File: config.mk
export PLATFORM = sky130hd
export DESIGN_NAME = lifo_stack_param
export DESIGN_NICKNAME = d
export VERILOG_FILES = /design/src/rtl/lifo_stack_param.sv
export SDC_FILE = /design/constraint.sdc
export NUM_CORES = 1
export LEC_CHECK = 0
export BUFFER_PORTS_ARGS = -buffer_cell sky130_fd_sc_hd__buf_2
export CORE_MARGIN = 2
export CORE_UTILIZATION = 30
export CTS_BUF_LIST = sky130_fd_sc_hd__clkbuf_8
export DETAILED_ROUTE_END_ITERATION = 12
export HOLD_SLACK_MARGIN = 0.15
export PLACE_DENSITY = 0.53
export SYNTH_ARGS = -nofsm -noshare
export SYNTH_HDL_FRONTEND = slang
export SYNTH_SLANG_ARGS = --single-unit
File: constraint.sdc
create_clock -name Clk -period 2.7 [get_ports Clk]
set_input_delay 0.135 -clock Clk [delete_from_list [all_inputs] [get_ports Clk]]
set_output_delay 0.135 -clock Clk [all_outputs]
set_load 0.01 [all_outputs]
File: src/rtl/lifo_stack_param.sv
// Parametrised LIFO stack primitive.
// Holds up to DEPTH words of WIDTH bits. Push and pop may be requested in the
// same cycle: with data present the top entry is replaced and the old top is
// returned, and on an empty stack the input word passes straight to dataOut.
// Pop data is registered (one-cycle latency) and qualified by a one-cycle
// dataOutValid pulse. Top is a combinational peek of the current top entry.
// OVF/UDF are sticky error flags that ClrErr clears; a new error in the same
// cycle as ClrErr takes priority over the clear.
module lifo_stack_param #(
  parameter int WIDTH    = 4,
  parameter int DEPTH    = 4,
  parameter int AF_LEVEL = DEPTH - 1,
  parameter int CW       = $clog2(DEPTH + 1)
) (
  input  logic              Clk,
  input  logic              Rst_n,
  input  logic              EN,
  input  logic              Push,
  input  logic              Pop,
  input  logic [WIDTH-1:0]  dataIn,
  input  logic              ClrErr,
  output logic [WIDTH-1:0]  dataOut,
  output logic              dataOutValid,
  output logic [WIDTH-1:0]  Top,
  output logic [CW-1:0]     Count,
  output logic              EMPTY,
  output logic              FULL,
  output logic              ALMOST_FULL,
  output logic              OVF,
  output logic              UDF
);

  // Storage index width; DEPTH >= 2 so this is at least one bit.
  localparam int IW = (DEPTH > 1) ? $clog2(DEPTH) : 1;

  // Occupancy thresholds sized to the count register.
  localparam logic [CW-1:0] DEPTH_C = CW'(DEPTH);
  localparam logic [CW-1:0] AF_C    = CW'(AF_LEVEL);

  // Storage array (no reset: contents are meaningless while Count is zero).
  logic [WIDTH-1:0] mem_q [DEPTH];

  // Control / output registers and their next-state values.
  logic [CW-1:0]    count_q, count_d;
  logic [WIDTH-1:0] dout_q,  dout_d;
  logic             dvld_q,  dvld_d;
  logic             ovf_q,   ovf_d;
  logic             udf_q,   udf_d;

  // Storage write port.
  logic             wr_en;
  logic [IW-1:0]    wr_idx;
  logic [WIDTH-1:0] wr_data;

  // Occupancy decode and top-of-stack index.
  logic             empty_w;
  logic             full_w;
  logic [IW-1:0]    top_idx;
  logic             ovf_set;
  logic             udf_set;

  // Decode occupancy; the top index is clamped to 0 when empty so the peek
  // never addresses a slot outside the array.
  always_comb begin
    empty_w = (count_q == '0);
    full_w  = (count_q == DEPTH_C);
    top_idx = empty_w ? '0 : IW'(count_q - 1'b1);
  end

  // Next-state decode for one enabled cycle: push, pop or top replacement.
  always_comb begin
    count_d = count_q;
    dout_d  = dout_q;
    dvld_d  = 1'b0;
    wr_en   = 1'b0;
    wr_idx  = top_idx;
    wr_data = dataIn;
    ovf_set = 1'b0;
    udf_set = 1'b0;

    if (EN) begin
      case ({Push, Pop})
        2'b10: begin
          // Push only: rejected (and flagged) when full, so Count never wraps.
          if (!full_w) begin
            wr_en   = 1'b1;
            wr_idx  = IW'(count_q);
            count_d = count_q + 1'b1;
          end else begin
            ovf_set = 1'b1;
          end
        end
        2'b01: begin
          // Pop only: rejected (and flagged) when empty; dataOut holds.
          if (!empty_w) begin
            dout_d  = mem_q[top_idx];
            dvld_d  = 1'b1;
            count_d = count_q - 1'b1;
          end else begin
            udf_set = 1'b1;
          end
        end
        2'b11: begin
          // Push+pop: replace the top in place, or pass through when empty.
          // Occupancy is unchanged, so this is never an error even when full.
          dvld_d = 1'b1;
          if (!empty_w) begin
            dout_d = mem_q[top_idx];
            wr_en  = 1'b1;
            wr_idx = top_idx;
          end else begin
            dout_d = dataIn;
          end
        end
        default: begin
        end
      endcase
    end

    // Sticky flags: a fresh error outranks a clear in the same cycle.
    ovf_d = (ovf_q & ~(EN & ClrErr)) | ovf_set;
    udf_d = (udf_q & ~(EN & ClrErr)) | udf_set;
  end

  // Control and pop-data registers; asynchronous reset returns to empty.
  always_ff @(posedge Clk or negedge Rst_n) begin
    if (!Rst_n) begin
      count_q <= '0;
      dout_q  <= '0;
      dvld_q  <= 1'b0;
      ovf_q   <= 1'b0;
      udf_q   <= 1'b0;
    end else begin
      count_q <= count_d;
      dout_q  <= dout_d;
      dvld_q  <= dvld_d;
      ovf_q   <= ovf_d;
      udf_q   <= udf_d;
    end
  end

  // Storage write; the enable already folds in EN and legality of the push.
  always_ff @(posedge Clk) begin
    if (wr_en) begin
      mem_q[wr_idx] <= wr_data;
    end
  end

  // Output drive: flags and peek come straight from the registered count.
  always_comb begin
    dataOut      = dout_q;
    dataOutValid = dvld_q;
    Count        = count_q;
    EMPTY        = empty_w;
    FULL         = full_w;
    ALMOST_FULL  = (count_q >= AF_C);
    OVF          = ovf_q;
    UDF          = udf_q;
    Top          = empty_w ? '0 : mem_q[top_idx];
  end

endmodule

==> run metrics, run 1 <==
status=finished clean; Seq/Total Area, Yosys=approximately half; core area=roughly 0.0044 mm^2; maximum vdd drop=0.000286 V; Final Max Slew Viols=0; Core Rows=24; CP Data Required Time=2570 ps; initial core utilization=about a third; Layout Skew=0.749 ps; Critical Path Sink Type=output pin; syn_nets=between 100 and 150; slew margin rel.=around two thirds; die area=~0.0053 mm^2; DIE HEIGHT=slightly above 70 um; RSZ-0062 raised after global routing=no; Clock Sinks=26; DRC=0; #FFs+latches synth=26; Setup WS pre-CTS=around 450 ps; Min Hold Slack=between 150 and 200 ps; period utilisation layout=88.5%; vias per cell=between 5 and 6; largest net degree at the start of global routing=15; Port Buf Inserts=26; Clock transition at path regs=approximately 90 ps; CTS tree=built; post-CTS setup repair buffer count=0; DP Cell Count=slightly below 200; GRT Util Overall=12.5%; Peak Freq=approximately 420 MHz; PD cells=between 1000 and 1500 mW/mm^2; clock power share=between 10% and 20%; number of global-route vias before repair=slightly above 1000; Synth Cell Area=between 0.001 and 0.0015 mm^2; Initial DRC Count=66; PostCTS Resize Cnt=0; Leak Pwr=0.715 nW; chip width=between 70 and 80 um; combinational power share=53.3%; min-delay worst type=input port to flop; crit path kind=flop to output pin; Post-Syn Instances=around 120; DRT Wirelength=3.01 mm; number of max-cap violations=0; CTS Hold Buffers Added=5; gr ovfl total=0; HPWL Detailed=2.30 mm; via count=1027; Worst setup SP type=flop; setup TNS=0 ps; P_int=approximately 0.99 mW; first-pass GRT wire length=about 5 mm; CTS Root Cell=clkbuf_8; initial antenna violation count=0; Finished Layout Cells=205; Worst Setup Slack, final=312 ps; sw frac=between 40% and 50%; Final Hold Fails=0; total CTS buffers=3; worst-margin pin slew=a little under 500 ps; Seq pwr share=33.7%; H-Tree Level Count=1; Data arrival, critical path=between 2000 and 2500 ps; DR WL/cell=14.7 um; layout cells sized above 1=a little over a quarter; routability cong.=between 0.7 and 0.8; Finish-stage setup viols=0; largest fanout on the critical path=9; n_diodes=0; Ys Warns=0; unique cell type count in the Yosys netlist=39; Final Critical Period=2390 ps; clk_lat worst skew=about 260 ps; Routed Antenna Nets=0; Sw Pwr=around 0.68 mW; Layout Nets=168; final core area utilization=around 37%; Synth-to-Final Area Change=16.7%; io pins=27; Mapped Avg Cell Area=~12 um^2; clk buf depth=2; TritonRoute pass-1 iters=4
## cells in the mapped netlist
library cell  number  area (um^2)
buf_4              1         7.51
xnor2_1            3         26.3
nand2b_1           1         6.26
ha_1               4         50.1
nand2_1            9         33.8
clkbuf_8           2         27.5
nand3b_1           2         15.0
and3_1             2         12.5
nor2b_2            1         8.76
o31a_1             1         8.76
nor3_2             1         10.0
o211ai_4           1         21.3
a22o_2             2         20.0
and2b_2            1         8.76
a21o_1             1         7.51
nor2_1             7         26.3
a221o_2            1         11.3
nor3b_1            1         7.51
nor4_1             1         6.26
dfrtp_1           10          250
a32o_1             1         10.0
a22oi_1            1         7.51
a221o_1            1         10.0
and2_1             1         6.26
inv_2              1         3.75
nand3_1            8         40.0
a211oi_1           1         7.51
nor3_1             1         5.00
buf_6              3         33.8
inv_1              6         22.5
mux2i_1            9         90.1
a22o_1             2         17.5
mux2_4             1         15.0
a31oi_1            2         12.5
o221ai_1           1         8.76
nor2b_1            1         6.26
o21ai_0            6         30.0
edfxtp_1          16          480
a21oi_1            8         40.0
## cell type report
type                    instances  area, um^2
well taps                      52        65.1
repair buffers                 33         195
inverters                       7        26.3
fillers                       449        2800
flip-flops and latches         26         731
multi-input cells              83         587
clock inverters                 1        3.75
clock buffers                   3        41.3
## metal layers
layer  vias to the layer above  track usage, %  share of wire [%]  routed length, um
met5                         -               0                  0                  0
met4                         0            3.91               0.76                 23
met3                         4            2.07                2.5                 75
met2                        16            20.9                 49               1480
met1                       493            16.5                 48               1440
li1                        514               -                  -                  -
## per-stage QoR
stage                     power, mW  cell area [um^2]
final                          1.67              1650
after global routing           1.81              1650
after global placement         1.44              1550
after CTS                      1.68              1650
after detailed placement       1.46              1550
after floorplan                1.21              1410
## placed cells by master, fill, tap and decap left out, types with 2 or more instances in the layout
cell type / synthesis / layout
buf_2: 0 / 26
edfxtp_1: 16 / 16
dfrtp_1: 10 / 10
mux2i_1: 9 / 9
nand2_1: 9 / 9
a21oi_1: 8 / 8
nand3_1: 8 / 8
nor2_1: 7 / 7
inv_1: 6 / 6
o21ai_0: 6 / 6
dlygate4sd3_1: 0 / 5
ha_1: 4 / 4
xnor2_1: 3 / 3
clkbuf_8: 2 / 3
a22o_1: 2 / 2
a22o_2: 2 / 2
nand3b_1: 2 / 2
and3_1: 2 / 2
a31oi_1: 2 / 2
buf_4: 1 / 2
## power by group through the flow
stage / Combinational [mW] / Sequential (mW) / Clock (mW)
2_1_floorplan: 0.611 / 0.600 / 0
3_3_place_gp: 0.869 / 0.573 / 0
3_5_place_dp: 0.884 / 0.572 / 0
4_1_cts: 0.896 / 0.563 / 0.225
5_1_grt: 0.991 / 0.578 / 0.241
6_report: 0.890 / 0.564 / 0.217
## registers in the layout, indices dropped and copies added (netlist names)
signal,cells
Count,3
mem_q,16
OVF,1
dataOutValid,1
UDF,1
dataOut,4
## cell families after synthesis
group,count (synthesis),share of synthesized area (%)
AO/OA/AOI/OAI,29,15.1
buffers and inverters,13,6.73
flip-flops,26,51.7
adder cells (fa/ha/maj),4,3.54
multiplexers,10,7.44
XOR/XNOR,3,1.86
AND/OR/NAND/NOR,37,13.6
## critical path, stage by stage, from the launching register on
cell and delay [ps]:
dfrtp_1 380, inv_1 150, ha_1 370, nand2b_1 300, inv_2 240, a21oi_1 60
o21ai_0 290, nor2_1 70, buf_2 150
## worst paths after layout
path / startpoint / end / slack (ps) / depth (start not counted)
worst max-delay path: Count[0] / Top[2] / 310 / 8
worst min-delay path: ClrErr / OVF / 190 / 4
worst max register to register: Count[0] / mem_q[0][1] / 450 / 6
worst min register to register: OVF / OVF / 490 / 2
max in group asynchronous: Rst_n / dataOut[1] / 2250 / 2
min in group asynchronous: Rst_n / OVF / 250 / 2
(Power assumes the default switching activity.)
==> run 2, diff against run 1 <==
MAX_ROUTING_LAYER = met4   (was not set)
==> run 2 against run 1 <==
  * Count of clock-buffer cells in the layout stayed put
  * Flip-flop and latch count stayed put
  * Maximum frequency hardly changed
  * Clock skew hardly changed
  * Critical path depth stayed put
  * Sequential share of layout area stayed put
  * Non-clock buffer count stayed put
  * Setup slack worse by 0.62 ps
  * Combinational power hardly changed
  * Highest routed layer unchanged
==> run metrics, run 2 (same netlist as run 1, synthesis figures left out) <==
final instance area=0.00165 mm^2; DR WL/cell=14.7 um; vias per cell=5.01; RSZ-0062 raised after global routing=no; Filler Cells Inserted=~450; Finished Layout Cells=just over 200; DRC=0; Port Buf Inserts=26; layout cells sized above 1=between 20% and 30%; clk_lat worst skew=roughly 260 ps; GRT Util Overall=12.8%; largest fanout on the critical path=9; initial core utilization=about a third; crit path from=Count[0]; Clock Sinks=26; Peak Freq=between 400 and 500 MHz; TritonRoute pass-1 iters=4; Final Hold Fails=0; Final Critical Period=approximately 2400 ps; Routed Antenna Nets=0; crit path kind=flop to output pin; CTS tree=built; chip width=72.6 um; io pins=27; Largest register FFs=16; DRT Wirelength=about 3.0 mm; via count=1027; Worst setup SP type=flop; Synth-to-Final Area Change=16.7%; Reg2Reg Setup Slack=between 400 and 500 ps; Finish-stage setup viols=0; HPWL Detailed=2.30 mm; clk buf depth=2; most common cell after layout, fill and taps aside=buf_2; Power, Total=roughly 1.7 mW; placed inst area=between 0.0015 and 0.002 mm^2; status=finished clean; core area=between 0.004 and 0.005 mm^2; routability cong.=just under 0.8; Critical Path Sink Type=output pin; most frequent cells in the layout=buf_2 (26), edfxtp_1 (16), dfrtp_1 (10); DP Cell Count=~200; Initial DRC Count=66; slew margin rel.=around two thirds; Final Max Slew Viols=0; Min Hold Slack=about 190 ps; die area=about 0.0053 mm^2; Hold Startpoint=ClrErr; setup TNS=0 ps; DIE HEIGHT=72.6 um; Reg-to-Reg Start=Count[0]; first-pass GRT wire length=5.04 mm; CTS Root Cell=clkbuf_8; number of max-cap violations=0; gr ovfl total=0; H-Tree Level Count=1; Layout Nets=around 170; number of global-route vias before repair=about 1000; min-delay worst type=input port to flop; largest net degree at the start of global routing=15; Layout Skew=between 1 and 1.5 ps; Data arrival, critical path=roughly 2300 ps; CP Data Required Time=around 2600 ps; maximum vdd drop=approximately 0.00029 V; n_diodes=0; worst-margin pin slew=between 400 and 500 ps; PD cells=around 1000 mW/mm^2; PostCTS Resize Cnt=0; initial antenna violation count=0; Leak Pwr=between 0.7 and 0.8 nW; Biggest register=mem_q; Clock transition at path regs=90 ps; total CTS buffers=3; Core Rows=24; period utilisation layout=between 80% and 90%
-- run 2: cell counts in the layout (fill, tap and decap cells not counted) --
Identical to the previous run, type by type.
-- run 2: where the power goes --
group / switching [mW] / internal [mW] / total [mW]
sequential: 0.0590 / 0.505 / 0.564
combinational: 0.505 / 0.386 / 0.890
clock: 0.115 / 0.102 / 0.217
-- run 2: final cells by class --
cell class                 instances  area (um^2)  share of cell area (%)
clock buffer                       3         41.3                    2.50
clock inverter                     1         3.75                   0.228
inverter                           7         26.3                    1.59
multi-input combinational         83          587                    35.6
sequential                        26          731                    44.3
tap                               52         65.1                    3.95
timing repair buffer              33          195                    11.8
-- run 2: final timing paths --
kind,endpoint,depth (start not counted)
setup / recovery,Top[2],8
hold / removal,OVF,4
max in group asynchronous,dataOut[1],2
min in group asynchronous,OVF,2
hold reg to reg,OVF,2
setup reg to reg,mem_q[0][1],6
-- run 2: stage by stage --
stage | setup slack, ps | utilization (%)
finish | 311 | 37.1
global route | 119 | 37.1
CTS | 307 | 37.1
detailed placement | 451 | 35.0
global placement | 512 | 35.0
floorplan | 293 | -
-- run 2: layer usage --
metal | vias up | GRT usage, % | wire [um]
li1 | 514 | - | -
met1 | 493 | 16.3 | 1450
met2 | 16 | 21.0 | 1470
met3 | 4 | 2.07 | 75
met4 | 0 | 3.91 | 23
met5 | - | - | 0
-- run 2: what timing repair did --
action / CTS / global route
hold buffers: 5 / 0
setup endpoints to repair: 0 / 0
setup buffers: 0 / 0
endpoints found under the hold margin: 26 / 0
-- run 2: worst max-delay path, stage by stage (launching register included) --
cell      delay, ps
dfrtp_1         380
inv_1           150
ha_1            370
nand2b_1        300
inv_2           240
a21oi_1          60
o21ai_0         290
nor2_1           70
buf_2           150
==> run 3, diff against run 2 <==
ABC_AREA = 1   (was not set)
==> run 3 against run 2 <==
  * Setup slack improved by 16 ps
  * Die area down 3.2%
  * Sequential share of layout area shrank 0.70 points
  * Critical path type unchanged
  * Critical endpoint is now Top[3]
==> run metrics, run 3 <==
status=finished clean; Peak Freq=~420 MHz; unique cell type count in the Yosys netlist=22; Synth-to-Final Area Change=22.7%; Largest register FFs=16; area share of the largest cell type after synthesis=a little over a third; Hold Startpoint=EN; post-synthesis async set-or-reset flop share=38.5%; reg2reg end=mem_q[0][1]; DRC=0; gr ovfl total=0; leading area contributor after synthesis=edfxtp_1; cell with the most instances after synthesis=nand2_1; worst hold path stage count=3; Initial DRC Count=119; H-Tree Level Count=1; DIE HEIGHT=71.5 um; ys flop type=edfxtp_1; Layout Nets=slightly above 200; Final Max Slew Viols=0; Ys Warns=0; Biggest register=mem_q; initial antenna violation count=0; Synth Cell Area=about 0.0014 mm^2; GRT Util Overall=between 10% and 20%; Filler Cells Inserted=around 450; Data arrival, critical path=around 2200 ps; Worst setup SP type=flop; period utilisation layout=between 80 and 90%; largest net degree at the start of global routing=16; core area=0.00435 mm^2; compound-gate portion of the synthesized area=under 10%; TritonRoute pass-1 iters=4; worst-margin pin slew=approximately 400 ps; DR WL/cell=roughly 12 um; largest fanout on the critical path=14; CTS tree=built; Reg2Reg Setup Slack=between 300 and 400 ps; most common cell after layout, fill and taps aside=nand2_1; Final Hold Fails=0; crit path kind=flop to output pin; vias per cell=about 4.6; crit-path cells=inv_1 > ha_1 > nand2_4 > o21ai_1 > nand3_1 > a21oi_1 > buf_2; most frequent cells in the layout=nand2_1 (33), buf_2 (26), inv_1 (24); Leak Pwr=0.848 nW; Post-Syn Instances=153; CP Data Required Time=2570 ps; Adder-Cell Fraction of Synth Area=about 3.7%; number of synthesized flops with an enable pin=16; xor/xnor share of the synthesized area=1.92%; via count=between 1000 and 1500; Seq/Total Area, Yosys=roughly 54%; CTS Root Cell=clkbuf_8; slew margin rel.=73.6%; die area=approximately 0.0051 mm^2; Crit-path slowest cell=dfrtp_1; #FFs+latches synth=26; number of max-cap violations=0; maximum vdd drop=between 0.0004 and 0.0005 V; clk_lat worst skew=around 280 ps; Reg-to-Reg Start=Count[0]; PD cells=roughly 1100 mW/mm^2; clk buf depth=2; Clock Sinks=26; FF-to-FF path depth=8; largest family of logic cells by synthesized area=simple AND/OR/NAND/NOR gates; Hold Path End=OVF; syn_nets=167; Critical Path Sink Type=output pin; Layout Skew=approximately 12 ps; n_diodes=0; Mapped Avg Cell Area=about 8.9 um^2; setup TNS=0 ps; top post-synthesis cells by area=edfxtp_1 (35%), dfrtp_1 (18%), nand2_1 (9.1%), nand3_1 (7.7%), inv_1 (6.6%); Core Rows=24; mux contribution to synthesized area=0%; RSZ-0062 raised after global routing=no; number of global-route vias before repair=between 1000 and 1500; Routed Antenna Nets=0; HPWL Detailed=2.21 mm; Finish-stage setup viols=0; final core area utilization=slightly below 40%; post-CTS setup repair buffer count=0; Clock transition at path regs=approximately 100 ps; min-delay worst type=input port to flop; DRT Wirelength=2.96 mm; most instantiated cells after synthesis=nand2_1 (33), inv_1 (24), nand3_1 (21); Worst path max stage delay=around 440 ps; simple-gate area share of the yosys netlist=between 20 and 30%; io pins=27; total CTS buffers=3; Final Critical Period=2370 ps; first-pass GRT wire length=approximately 5.1 mm; chip width=about 70 um; layout cells sized above 1=23.5%; initial core utilization=a little under a third; Port Buf Inserts=26; routability cong.=0.798
-- run 3: changes by cell type after synthesis, moves of 3 or more --
cell / before / now
o21ai_2: 0 / 3
o21ai_0: 6 / 3
xor2_1: 0 / 3
nand2_1: 9 / 33
o21ai_1: 0 / 4
nor2_1: 7 / 13
inv_1: 6 / 24
nand3_1: 8 / 21
mux2i_1: 9 / 0
xnor2_1: 3 / 0
inv_2: 1 / 4
a21oi_1: 8 / 4
-- run 3: cells by family after synthesis --
logic type,count (synthesis)
adder cells (fa/ha/maj),4
flip-flops,26
AO/OA/AOI/OAI,15
buffers and inverters,30
XOR/XNOR,3
AND/OR/NAND/NOR,75
-- run 3: area by class of cell --
type	instances	area [um^2]	share of cell area [%]
flip-flops and latches	26	731	43.6
multi-input cells	97	513	30.6
repair buffers	32	190	11.4
inverters	28	105	6.27
well taps	52	65.1	3.88
clock buffers	3	41.3	2.46
clock inverters	1	30.0	1.79
-- run 3: how the worst max path moves through the flow --
stage                         from          end  slack (ps)  cells past startpoint
after floorplan           Count[0]  mem_q[1][0]         670                      9
after global placement    Count[0]  mem_q[0][2]         460                      8
after detailed placement  Count[0]  mem_q[0][1]         430                      8
after CTS                 Count[0]       Top[2]         330                      7
after global routing      Count[0]       Top[3]          40                      7
final                     Count[0]       Top[3]         330                      7
-- run 3: metal layers --
layer  global-route usage, %  share of wire, %  vias up
li1                        -                 -      560
met1                    17.6                48      492
met2                    20.7                46       42
met3                    3.52               5.9        2
met4                    1.26              0.37        0
met5                       -                 0        -
-- run 3: power breakdown --
part	internal, mW	switching (mW)	total (mW)
sequential	0.514	0.0546	0.568
combinational	0.317	0.553	0.870
clock	0.198	0.125	0.324
-- run 3: critical path, delay by kind of cell, from the launching register on --
kind / cells / cell delay (ps)
AO/OA/AOI/OAI: 2 / 410
adder cells (fa/ha/maj): 1 / 320
buffers and inverters: 2 / 450
flip-flops: 1 / 440
AND/OR/NAND/NOR: 2 / 340
-- run 3: through the flow --
stage	total power, mW	instance area, um^2	cells	hold slack, ps	worst slack (ps)
floorplan	1.18	1370	153	-161	675
global placement	1.45	1540	229	17.2	458
detailed placement	1.44	1540	229	16.0	425
CTS	1.78	1680	239	200	328
global route	1.91	1680	239	234	43.5
finish	1.76	1680	239	215	327
-- run 3: repair_timing --
action	CTS	global route
gates resized for setup	0	0
hold buffers	6	0
hold endpoints to repair	27	0
